<file path="config.mk">
export PLATFORM = sky130hd
export DESIGN_NAME = matrix_ops_gen
export DESIGN_NICKNAME = d
export VERILOG_FILES = /design/src/rtl/matrix_ops_gen.sv
export SDC_FILE = /design/constraint.sdc
export NUM_CORES = 1
export LEC_CHECK = 0
export ABC_CLOCK_PERIOD_IN_PS = 2400
export CAP_MARGIN = 20
export CORE_MARGIN = 4
export CORE_UTILIZATION = 50
export DETAILED_ROUTE_END_ITERATION = 6
export PLACE_DENSITY = 0.68
export SLEW_MARGIN = 10
export SYNTH_ARGS = -nofsm -noshare
export SYNTH_HDL_FRONTEND = slang
export SYNTH_SLANG_ARGS = --single-unit
</file>
<file path="constraint.sdc">
create_clock -name clk -period 2.4 [get_ports clk]
set_input_delay 0.48 -clock clk [delete_from_list [all_inputs] [get_ports clk]]
set_output_delay 0.48 -clock clk [all_outputs]
set_load 0.03 [all_outputs]
</file>
<file path="src/rtl/matrix_ops_gen.sv">
// DIM x DIM bit matrix: toggle/read a cell, or stream a row/column serially on Z. Optional pop counter via MATRIXOPS_POPCOUNT_EN.
// Latency: READ 1 cycle, scans DIM back-to-back bits from the accept edge; enter is ignored (not queued) while busy.
module matrix_ops_gen #(
   parameter int DIM = 4,
   localparam int AW = $clog2(DIM)
`ifdef MATRIXOPS_POPCOUNT_EN
   ,
   localparam int PW = $clog2(DIM*DIM+1)
`endif
) (
   input  logic          clk,
   input  logic          rst,
   input  logic          enter,
   input  logic [1:0]    op,
   input  logic [AW-1:0] X,
   input  logic [AW-1:0] Y,
   output logic          Z,
   output logic          z_valid,
   output logic          busy
`ifdef MATRIXOPS_POPCOUNT_EN
   ,
   output logic [PW-1:0] pop
`endif
);

   localparam logic [1:0] OP_TOGGLE  = 2'd0;
   localparam logic [1:0] OP_READ    = 2'd1;
   localparam logic [1:0] OP_ROWSCAN = 2'd2;
   localparam logic [1:0] OP_COLSCAN = 2'd3;

   localparam logic [AW:0]   DIM_W = (AW+1)'(DIM);
   localparam logic [AW-1:0] LAST  = AW'(DIM-1);

   typedef enum logic {IDLE, SCAN} state_t;

   logic [DIM-1:0][DIM-1:0] m;       // m[row][col]
   state_t                  state;
   logic [AW-1:0]           sel;
   logic [AW-1:0]           idx;
   logic                    scan_col;
   logic                    x_ok;
   logic                    y_ok;
   logic                    accept;
   logic                    scan_bit;

   // Range checks only matter when DIM is not a power of two.
   always_comb begin
      x_ok   = ({1'b0, X} < DIM_W);
      y_ok   = ({1'b0, Y} < DIM_W);
      accept = 1'b0;
      case (op)
         OP_ROWSCAN: accept = x_ok;
         OP_COLSCAN: accept = y_ok;
         default:    accept = x_ok && y_ok;
      endcase
      accept   = accept && enter && (state == IDLE);
      scan_bit = scan_col ? m[idx][sel] : m[sel][idx];
   end

   assign busy = (state == SCAN);

   always_ff @(posedge clk or negedge rst) begin
      if (!rst) begin
         m        <= '0;
         state    <= IDLE;
         Z        <= 1'b0;
         z_valid  <= 1'b0;
         sel      <= '0;
         idx      <= '0;
         scan_col <= 1'b0;
`ifdef MATRIXOPS_POPCOUNT_EN
         pop      <= '0;
`endif
      end else begin
         Z       <= 1'b0;
         z_valid <= 1'b0;
         if (state == SCAN) begin
            // Matrix is frozen during a scan, so the stream is a consistent snapshot.
            Z       <= scan_bit;
            z_valid <= 1'b1;
            idx     <= idx + 1'b1;
            if (idx == LAST)
               state <= IDLE;
         end else if (accept) begin
            case (op)
               OP_TOGGLE: begin
                  m[X][Y] <= ~m[X][Y];
`ifdef MATRIXOPS_POPCOUNT_EN
                  if (m[X][Y])
                     pop <= pop - 1'b1;
                  else
                     pop <= pop + 1'b1;
`endif
               end
               OP_READ: begin
                  Z       <= m[X][Y];
                  z_valid <= 1'b1;
               end
               OP_ROWSCAN: begin
                  sel      <= X;
                  scan_col <= 1'b0;
                  idx      <= AW'(1);
                  state    <= SCAN;
                  Z        <= m[X][0];
                  z_valid  <= 1'b1;
               end
               default: begin
                  sel      <= Y;
                  scan_col <= 1'b1;
                  idx      <= AW'(1);
                  state    <= SCAN;
                  Z        <= m[0][Y];
                  z_valid  <= 1'b1;
               end
            endcase
         end
      end
   end

endmodule

</file>
---- Word level (Yosys, flattened, before mapping) ----
Cells that the tools add are included.
storage, ports and cells
  register bits after elaboration ......... 24
  input port bits ......................... 9
  output and inout port bits .............. 3
cells by class
  add/sub/neg operators ................... 1
  order comparisons ....................... 6
  equality and inequality tests ........... 4
  multiplexer cells ....................... 35
  bitwise logic cells ..................... 3
  reduce and logical (&&, ||, !) cells .... 9
operators with widths
  cell                                                                                 number
  4-bit binary-select mux with 2-bit select                                            3
  16-bit bitwise mux                                                                   1
  4-bit two-way mux                                                                    4
  1-bit two-way mux                                                                    15
  2-bit by 3-bit less-than comparator with 1-bit output, second input constant         4
  1-bit binary-select mux with 2-bit select                                            4
  4-bit demux with 2-bit select                                                        1
  2-bit two-way mux                                                                    3
  3-bit AND reduction                                                                  2
  2-bit equality test, second input constant                                           2
  2-bit by 1-bit greater-or-equal comparator with 1-bit output, second input constant  2
  2-bit case mux with 2 select lines                                                   1
  1-bit logical AND                                                                    3
  1-bit inverter                                                                       3
  1-bit case mux with 3 select lines                                                   1
  2-bit by 1-bit adder with 2-bit output, second input constant                        1
  1-bit demux with 2-bit select                                                        1
  2-bit by 1-bit equality test with 1-bit output, second input constant                1
  2-bit zero test                                                                      1
  2-bit by 1-bit != test with 1-bit output, second input constant                      1
  1-bit case mux with 2 select lines                                                   1
  2-bit AND reduction                                                                  1
  2-bit nonzero test                                                                   1
  2-bit OR reduction                                                                   1

---- Longest topological paths before layout ----
  depth after elaboration ................. 7
  gate-level depth with buffers ........... 7

---- Least setup slack after synthesis ----
Ideal clock, no wire load.
  kind .................................... register to register
  start point ............................. register state, in the netlist busy
  end point ............................... register m[2] (netlist bit)
  setup time .............................. 0.125 ns
  arrival time ............................ 1.875 ns
  required time ........................... 2.275 ns
  path slack .............................. 0.400 ns
  stages on the path, launching flop included .. 6
  path buffers ............................ 1
  cells stage by stage .................... dfrtp_1 > buf_2 > nor4b_4 > or3b_4 > nor3b_2 > mux2_2
between the ends
  cells in the longest elaborated chain, start to end .. 3
ends and longest elaborated chain
  what                                      line  text
  start: declaration                        37    state_t state;
  start signal: assignment                  65    state <= IDLE;
  start signal: assignment                  83    state <= IDLE;
  start signal: assignment                  103   state <= SCAN;
  1-bit inverter (no source line) (*)       -
  1-bit logical AND                         56    accept = accept && enter && (state == IDLE);
  3-bit AND reduction (no source line) (*)  -
  end signal: indexed assignment            87    m[X][Y] <= ~m[X][Y];
  end: declaration                          36    logic [DIM-1:0][DIM-1:0] m;
Mark *: on every way between the ends. The rest lies on a longest branch, timed or not.
A chain may end at the register's enable or synchronous reset.

---- Worst setup path after layout ----
  start point ............................. register state, in the netlist busy
  end point ............................... output port busy
RTL lines
  what              line  text
  end: declaration  19    output logic busy
No word-level cell between the ends.

==> impl_metrics.py <==
metrics = {
    "timing": {
        "finalMaxSlewViolations": 0,
        "skew_ps": 6.89,
        "hold_viol_final": 0,
        "min_period_over_period_pct": 89.0,
        "slew-limit-headroom_pct": 60.5,
        "rsz0062_at_grt": "no",
        "hold_slack_ps": 512,
        "post-route-min-period_ps": 2140,
        "max_freq_ghz": 0.468,
        "tightest_slew_ps": 592,
        "layout_setup_ws_ps": 264,
        "setup_violations": 0,
    },
    "cells_and_area": {
        "final_nets": 183,
        "layout-drive-gt1-share_pct": 26.9,
        "n_fill_cell": 276,
        "insertedDiodeCount": 0,
        "area_growth_pct": 13.7,
    },
    "drt": {
        "drc_errors": 0,
        "totalWireLength_um": 3630,
        "wl_per_cell_um": 16.9,
        "drt_iter0_markers": 46,
        "routed_via_density": 6.01,
        "ant_nets": 0,
        "firstDrtPassIters": 4,
        "vias": 1292,
    },
    "die": {
        "ios": 12,
        "initial_core_util_pct": 52.4,
        "die_width_um": 64.6,
        "die_area_um2": 4170,
        "core_um2": 3050,
        "rows": 20,
        "die_y_um": 64.6,
    },
    "grt": {
        "antenna_found_initial": 0,
        "grt-ovfl-total": 0,
        "grtUsageTotal_pct": 19.7,
        "grt_pass1_vias": 1354,
        "grt_max_degree": 25,
        "grt_pass1_wl_um": 6480,
    },
    "logic_synthesis": {
        "yosysUniqueCellTypes": 36,
        "ys_warn_count": 0,
        "ys_top_cells_by_area": "dfrtp_1 (38%), mux2_2 (14%), mux4_2 (7.0%), nand2_1 (6.3%), mux2i_1 (6.3%)",
        "syn_inst": 156,
        "avgSynthCellArea_um2": 10.3,
        "synth_area_um2": 1600,
        "ys_seq_elements": 24,
        "synth_area_leader_cell": "dfrtp_1",
        "synth_top_area_share_pct": 37.5,
        "yosysSeqAreaShare_pct": 37.5,
        "syn-num-nets": 166,
    },
    "clock_network": {
        "post_cts_buffers": 0,
        "ctsHoldBuffers": 0,
        "htree_levels": 1,
        "clk_latency_ps": 320,
        "cts_resized": 0,
        "clk_path_buf_depth": 2,
        "clk_pin_slew_ps": 130,
        "cts_tree": "yes",
        "root_buffer": "clkbuf_4",
        "cts_sinks": 24,
        "cts_buffers": 3,
    },
    "setup_path": {
        "max_stage_delay_ps": 740,
        "arrival_ps": 1660,
        "worst-path-buf-inv": 1,
        "path_delay_family": "buffers and inverters",
        "r2r-start": "busy",
        "cpMaxStageDelayCell": "clkdlybuf4s50_1",
        "crit_cells": 1,
        "startpoint": "busy",
        "r2r_slack_ps": 440,
        "r2r_end": "m[0]",
        "path_cells": "clkdlybuf4s50_1",
        "reg2reg_depth": 4,
        "crit_path_end": "busy",
        "critPathLaunchType": "flip-flop",
        "crit_type": "flip-flop to primary output",
        "critical_path_required_ps": 1920,
        "endpoint_kind": "primary output",
        "critPathMaxFanout": 11,
    },
    "flow_run": {
        "maxCapViolCount": 0,
    },
    "place": {
        "place.gp.congestion": 0.887,
        "hpwl_um": 2790,
        "dpl_worst_slack_ps": -30.9,
        "io_buffers": 11,
    },
    "power": {
        "ir_drop_v": 0.000405,
        "p_per_area_nw_per_um2": 893,
        "p_clk_share_pct": 11.1,
        "p_total_mw": 1.63,
        "swShare_pct": 41.2,
        "p_leak_nw": 0.764,
        "comb_power_share_pct": 40.1,
        "p_int_mw": 0.956,
        "power_frac_seq_pct": 48.8,
        "p_sw_mw": 0.669,
    },
    "status": {
        "status": "finished clean",
    },
    "worst_hold_path": {
        "hp-class": "primary input to async pin",
    },
}
-- Yosys cell counts --
library cell and number:
nand2_1 27, dfrtp_1 24, mux2_2 20, mux2i_1 10, nand3_1 6, nor2_1 6, o21ai_0 6, buf_2 5
inv_1 5, mux4_2 5, clkbuf_1 4, nor2b_1 4, nor3_1 4, a21oi_1 3, a31oi_1 3, a2111oi_0 2
a311oi_1 2, o311a_1 2, a211oi_1 1, a22oi_1 1, and3_1 1, and3_2 1, buf_4 1, buf_6 1
ha_1 1, mux2i_4 1, nand2b_1 1, nand4_1 1, nand4b_1 1, nor3b_2 1, nor4_1 1, nor4b_1 1
nor4b_4 1, nor4bb_1 1, or3b_2 1, or3b_4 1
-- how the worst min path moves through the flow --
stage,startpoint,endpoint,slack [ps],cells past startpoint
finish,rst,idx[1],510,2
global route,rst,idx[1],540,2
CTS,rst,idx[1],520,2
detailed placement,m[4],m[4],530,1
global placement,m[4],m[4],530,1
floorplan,rst,Z,180,0
-- final cells by class --
| cell class | count | area (um2) | area share (%) |
|---|---|---|---|
| inverter | 5 | 18.8 | 1.03 |
| clock buffer | 3 | 22.5 | 1.24 |
| sequential | 24 | 601 | 33.0 |
| tap | 44 | 55.1 | 3.03 |
| timing repair buffer | 23 | 200 | 11.0 |
| multi-input combinational | 116 | 922 | 50.7 |
-- cells by family (layout without fill, tap and decap cells) --
logic type               count (synthesis)  count (layout)  synth area share, %
AND/OR/NAND/NOR                         59              59                 19.7
multiplexers                            36              36                 28.8
flip-flops                              24              24                 37.5
AO/OA/AOI/OAI                           20              20                 8.37
buffers and inverters                   16              31                 4.85
adder cells (fa/ha/maj)                  1               1                0.782
-- through the flow --
step | TNS [ps] | cell area (um2) | utilization, % | instances
2_1_floorplan | 0 | 1600 | - | 156
3_3_place_gp | 0 | 1800 | 58.9 | 212
3_5_place_dp | -59.9 | 1800 | 58.9 | 212
4_1_cts | 0 | 1820 | 59.6 | 215
5_1_grt | 0 | 1820 | 59.6 | 215
6_report | 0 | 1820 | 59.6 | 215
-- state kept, by name (all words and copies together), names as in the netlist --
name,count
Z,1
busy,1
idx,2
m,16
scan_col,1
sel,2
z_valid,1
-- power by group through the flow --
stage | Sequential [mW] | Combinational (mW) | Clock [mW]
floorplan | 0.661 | 0.575 | 0
global placement | 0.789 | 0.631 | 0
detailed placement | 0.794 | 0.653 | 0
CTS | 0.787 | 0.655 | 0.185
global route | 0.820 | 0.717 | 0.206
finish | 0.794 | 0.651 | 0.180
-- per-layer routing --
layer | GRT usage (%) | up-vias | share of wire [%]
li1 | - | 603 | -
met1 | 24.8 | 644 | 44
met2 | 33.6 | 39 | 49
met3 | 3.47 | 6 | 5.4
met4 | 7.92 | 0 | 1.6
met5 | 0 | - | 0
-- layout by cell type, fill, tap and decap left out --
master            n
nand2_1          27
dfrtp_1          24
mux2_2           20
buf_4            12
clkdlybuf4s50_1  11
mux2i_1          10
nand3_1           6
o21ai_0           6
nor2_1            6
inv_1             5
mux4_2            5
nor2b_1           4
nor3_1            4
a31oi_1           3
a21oi_1           3
clkbuf_4          3
a311oi_1          2
a2111oi_0         2
o311a_1           2
nor4bb_1          1
mux2i_4           1
nand2b_1          1
and3_1            1
a22oi_1           1
nor4b_1           1
nor4_1            1
or3b_2            1
nand4b_1          1
nand4_1           1
nor4b_4           1
and3_2            1
or3b_4            1
nor3b_2           1
a211oi_1          1
ha_1              1
No activity file was read; power rests on OpenSTA's default activity.
==> variant (same settings) <==
Add an input register stage for `enter` and `op`; this delays them by one clock. The other inputs are not delayed to match. Comments in the files are not updated.
--- a/src/rtl/matrix_ops_gen.sv
+++ b/src/rtl/matrix_ops_gen.sv
@@ -34,4 +34,12 @@
    typedef enum logic {IDLE, SCAN} state_t;
 
+   logic enter_q;
+   logic [1:0] op_q;
+
+   always_ff @(posedge clk) begin
+      enter_q <= enter;
+      op_q    <= op;
+   end
+
    logic [DIM-1:0][DIM-1:0] m;       // m[row][col]
    state_t                  state;
@@ -49,10 +57,10 @@
       y_ok   = ({1'b0, Y} < DIM_W);
       accept = 1'b0;
-      case (op)
+      case (op_q)
          OP_ROWSCAN: accept = x_ok;
          OP_COLSCAN: accept = y_ok;
          default:    accept = x_ok && y_ok;
       endcase
-      accept   = accept && enter && (state == IDLE);
+      accept   = accept && enter_q && (state == IDLE);
       scan_bit = scan_col ? m[idx][sel] : m[sel][idx];
    end
@@ -83,5 +91,5 @@
                state <= IDLE;
          end else if (accept) begin
-            case (op)
+            case (op_q)
                OP_TOGGLE: begin
                   m[X][Y] <= ~m[X][Y];
Check against the original RTL: not equivalent (Yosys sat finds a counterexample within 4 cycles, from zero or initial values and one cycle with rst low).
==> variant against the original RTL <==
Power rose by 5.5%. Synthesized cell count rose by 1.9%. Setup slack got worse by 0.0046 ns. Synthesized area rose by 3.8%. Cell count fell by 0.47%. Utilization barely moved. Cell area rose by 1.7%. Sequential cell count rose by 3. Routed wire length rose by 4.1%.
==> variant: results (changes against the original RTL) <==
synthMuxAreaShare_pct: 27.7  # was 28.8%
wire_per_inst_microns: 17.7  # was 16.9 microns
synth_edf_count: 0  # unchanged
drive_above_1_share_pct: 24.7  # was 26.9%
gp_congestion: 0.926  # was 0.887
synth_fp_nets: 169  # was 166
synth-main-ff-cell: "dfrtp_1"  # unchanged
max_freq_ghz: 0.467  # was 0.468 GHz
outcome: "completed"  # unchanged
synth_compound_area_share_pct: 8.06  # was 8.37%
fillerInstances: 273  # was 276
synth.yosys.seq_area_share_pct: 39.8  # was 37.5%
cp_top_family: "buffers and inverters"  # unchanged
final-instance-count-excl-fill: 214  # was 215
final_nets: 181  # was 183
ir_worst_vdd_v: 0.000507  # was 0.000405 V
yosys.area_share.xor_xnor_pct: 0  # unchanged
antenna_violations_before_repair: 0  # unchanged
deepest_clock_path_buffer_count: 2  # unchanged
largest_reg_flops: 16  # unchanged
slew_viol_final: 0  # unchanged
critical-path-max-stage-delay_ns: 0.74  # about the same
grt_pass1_wl_microns: 6290  # was 6480 microns
first_global_vias: 1251  # was 1354
ys_top_cells_by_area: "dfrtp_1 (36%), mux2_2 (14%), mux4_2 (6.8%)"  # was dfrtp_1 (38%), mux2_2 (14%), mux4_2 (7.0%)
drt_first_iter_violations: 68  # was 46
max_slew.worst_pin.slew_ns: 0.575  # was 0.592 ns
dp_hpwl_microns: 2830  # was 2790 microns
post-place-ws_ns: 0.0999  # was -0.0309 ns
critPathLaunchType: "register"  # unchanged
clk_pin_slew_ns: 0.17  # was 0.13 ns
synth_cells: 159  # was 156
cpMaxStageDelayCell: "clkdlybuf4s50_1"  # unchanged
cts_resized: 0  # unchanged
cts_made_buffers: 3  # unchanged
placement.cell_area_sq_mm: 0.00182  # was 0.00180 sq mm
area_share_of_fa_ha_maj_cells_after_synthesis_pct: 0.754  # was 0.782%
crit_path_arrival_time_ns: 1.66  # about the same
leakage_nw: 0.771  # was 0.764 nW
switchingPower_mw: 0.706  # was 0.669 mW
drt_pass1_iterations: 4  # unchanged
ys_async_sr_fraction_pct: 88.9  # was 100%
antennaDiodeCount: 0  # unchanged
worstReg2RegStart: "busy"  # unchanged
top_register: "m"  # unchanged
htreeDepth: 1  # unchanged
synth.lib_cells_used.distinct: 37  # was 36
grt_start_max_net_pins: 25  # unchanged
hold_class: "in -> async"  # unchanged
clkLatencyLatePin_ns: 0.34  # was 0.32 ns
hold_slack_ns: 0.468  # was 0.512 ns
clock_skews_ns: 0.0218  # was 0.00689 ns
crit_path_max_fanout: 11  # unchanged
vias_per_cell: 6.04  # was 6.01
grt_use_total_pct: 19.0  # was 19.7%
==> variant: cells by family (layout without fill, tap and decap cells) <==
kind of cell | Yosys count | count (layout)
compound gates | 20 | 20
simple gates | 59 | 59
flops | 27 | 27
fa+ha+maj | 1 | 1
buf+inv | 16 | 27
mux | 36 | 36
==> variant: area by class of cell <==
| class | count | area [sq um] | share of cell area [%] |
|---|---|---|---|
| clock buffers | 3 | 22.5 | 1.22 |
| clock inverters | 1 | 8.76 | 0.473 |
| inverters | 5 | 18.8 | 1.01 |
| multi-input cells | 116 | 922 | 49.8 |
| flip-flops and latches | 27 | 661 | 35.7 |
| well taps | 44 | 55.1 | 2.97 |
| repair buffers | 18 | 163 | 8.79 |
==> variant: layer usage <==
metal  GRT usage [%]  up-vias  wire length (microns)
li1                -      599                      -
met2            32.7       26                   1900
met5               0        -                      0
met3            4.27        4                    175
met4            3.11        0                     40
met1            24.7      664                   1670
==> variant: worst paths after layout <==
kind,end,cells past startpoint
min in group clk,z_valid,2
max,busy,1
max in group asynchronous,idx[1],2
max reg2reg,m[2],4
min reg2reg,z_valid,2
min,Z,2
==> variant: power groups by stage <==
| stage | clock [mW] | sequential [mW] | combinational, mW |
|---|---|---|---|
| global placement | 0 | 0.848 | 0.619 |
| detailed placement | 0 | 0.862 | 0.638 |
| finish | 0.217 | 0.860 | 0.637 |
| CTS | 0.226 | 0.853 | 0.640 |
| global route | 0.241 | 0.887 | 0.697 |
| floorplan | 0 | 0.716 | 0.571 |
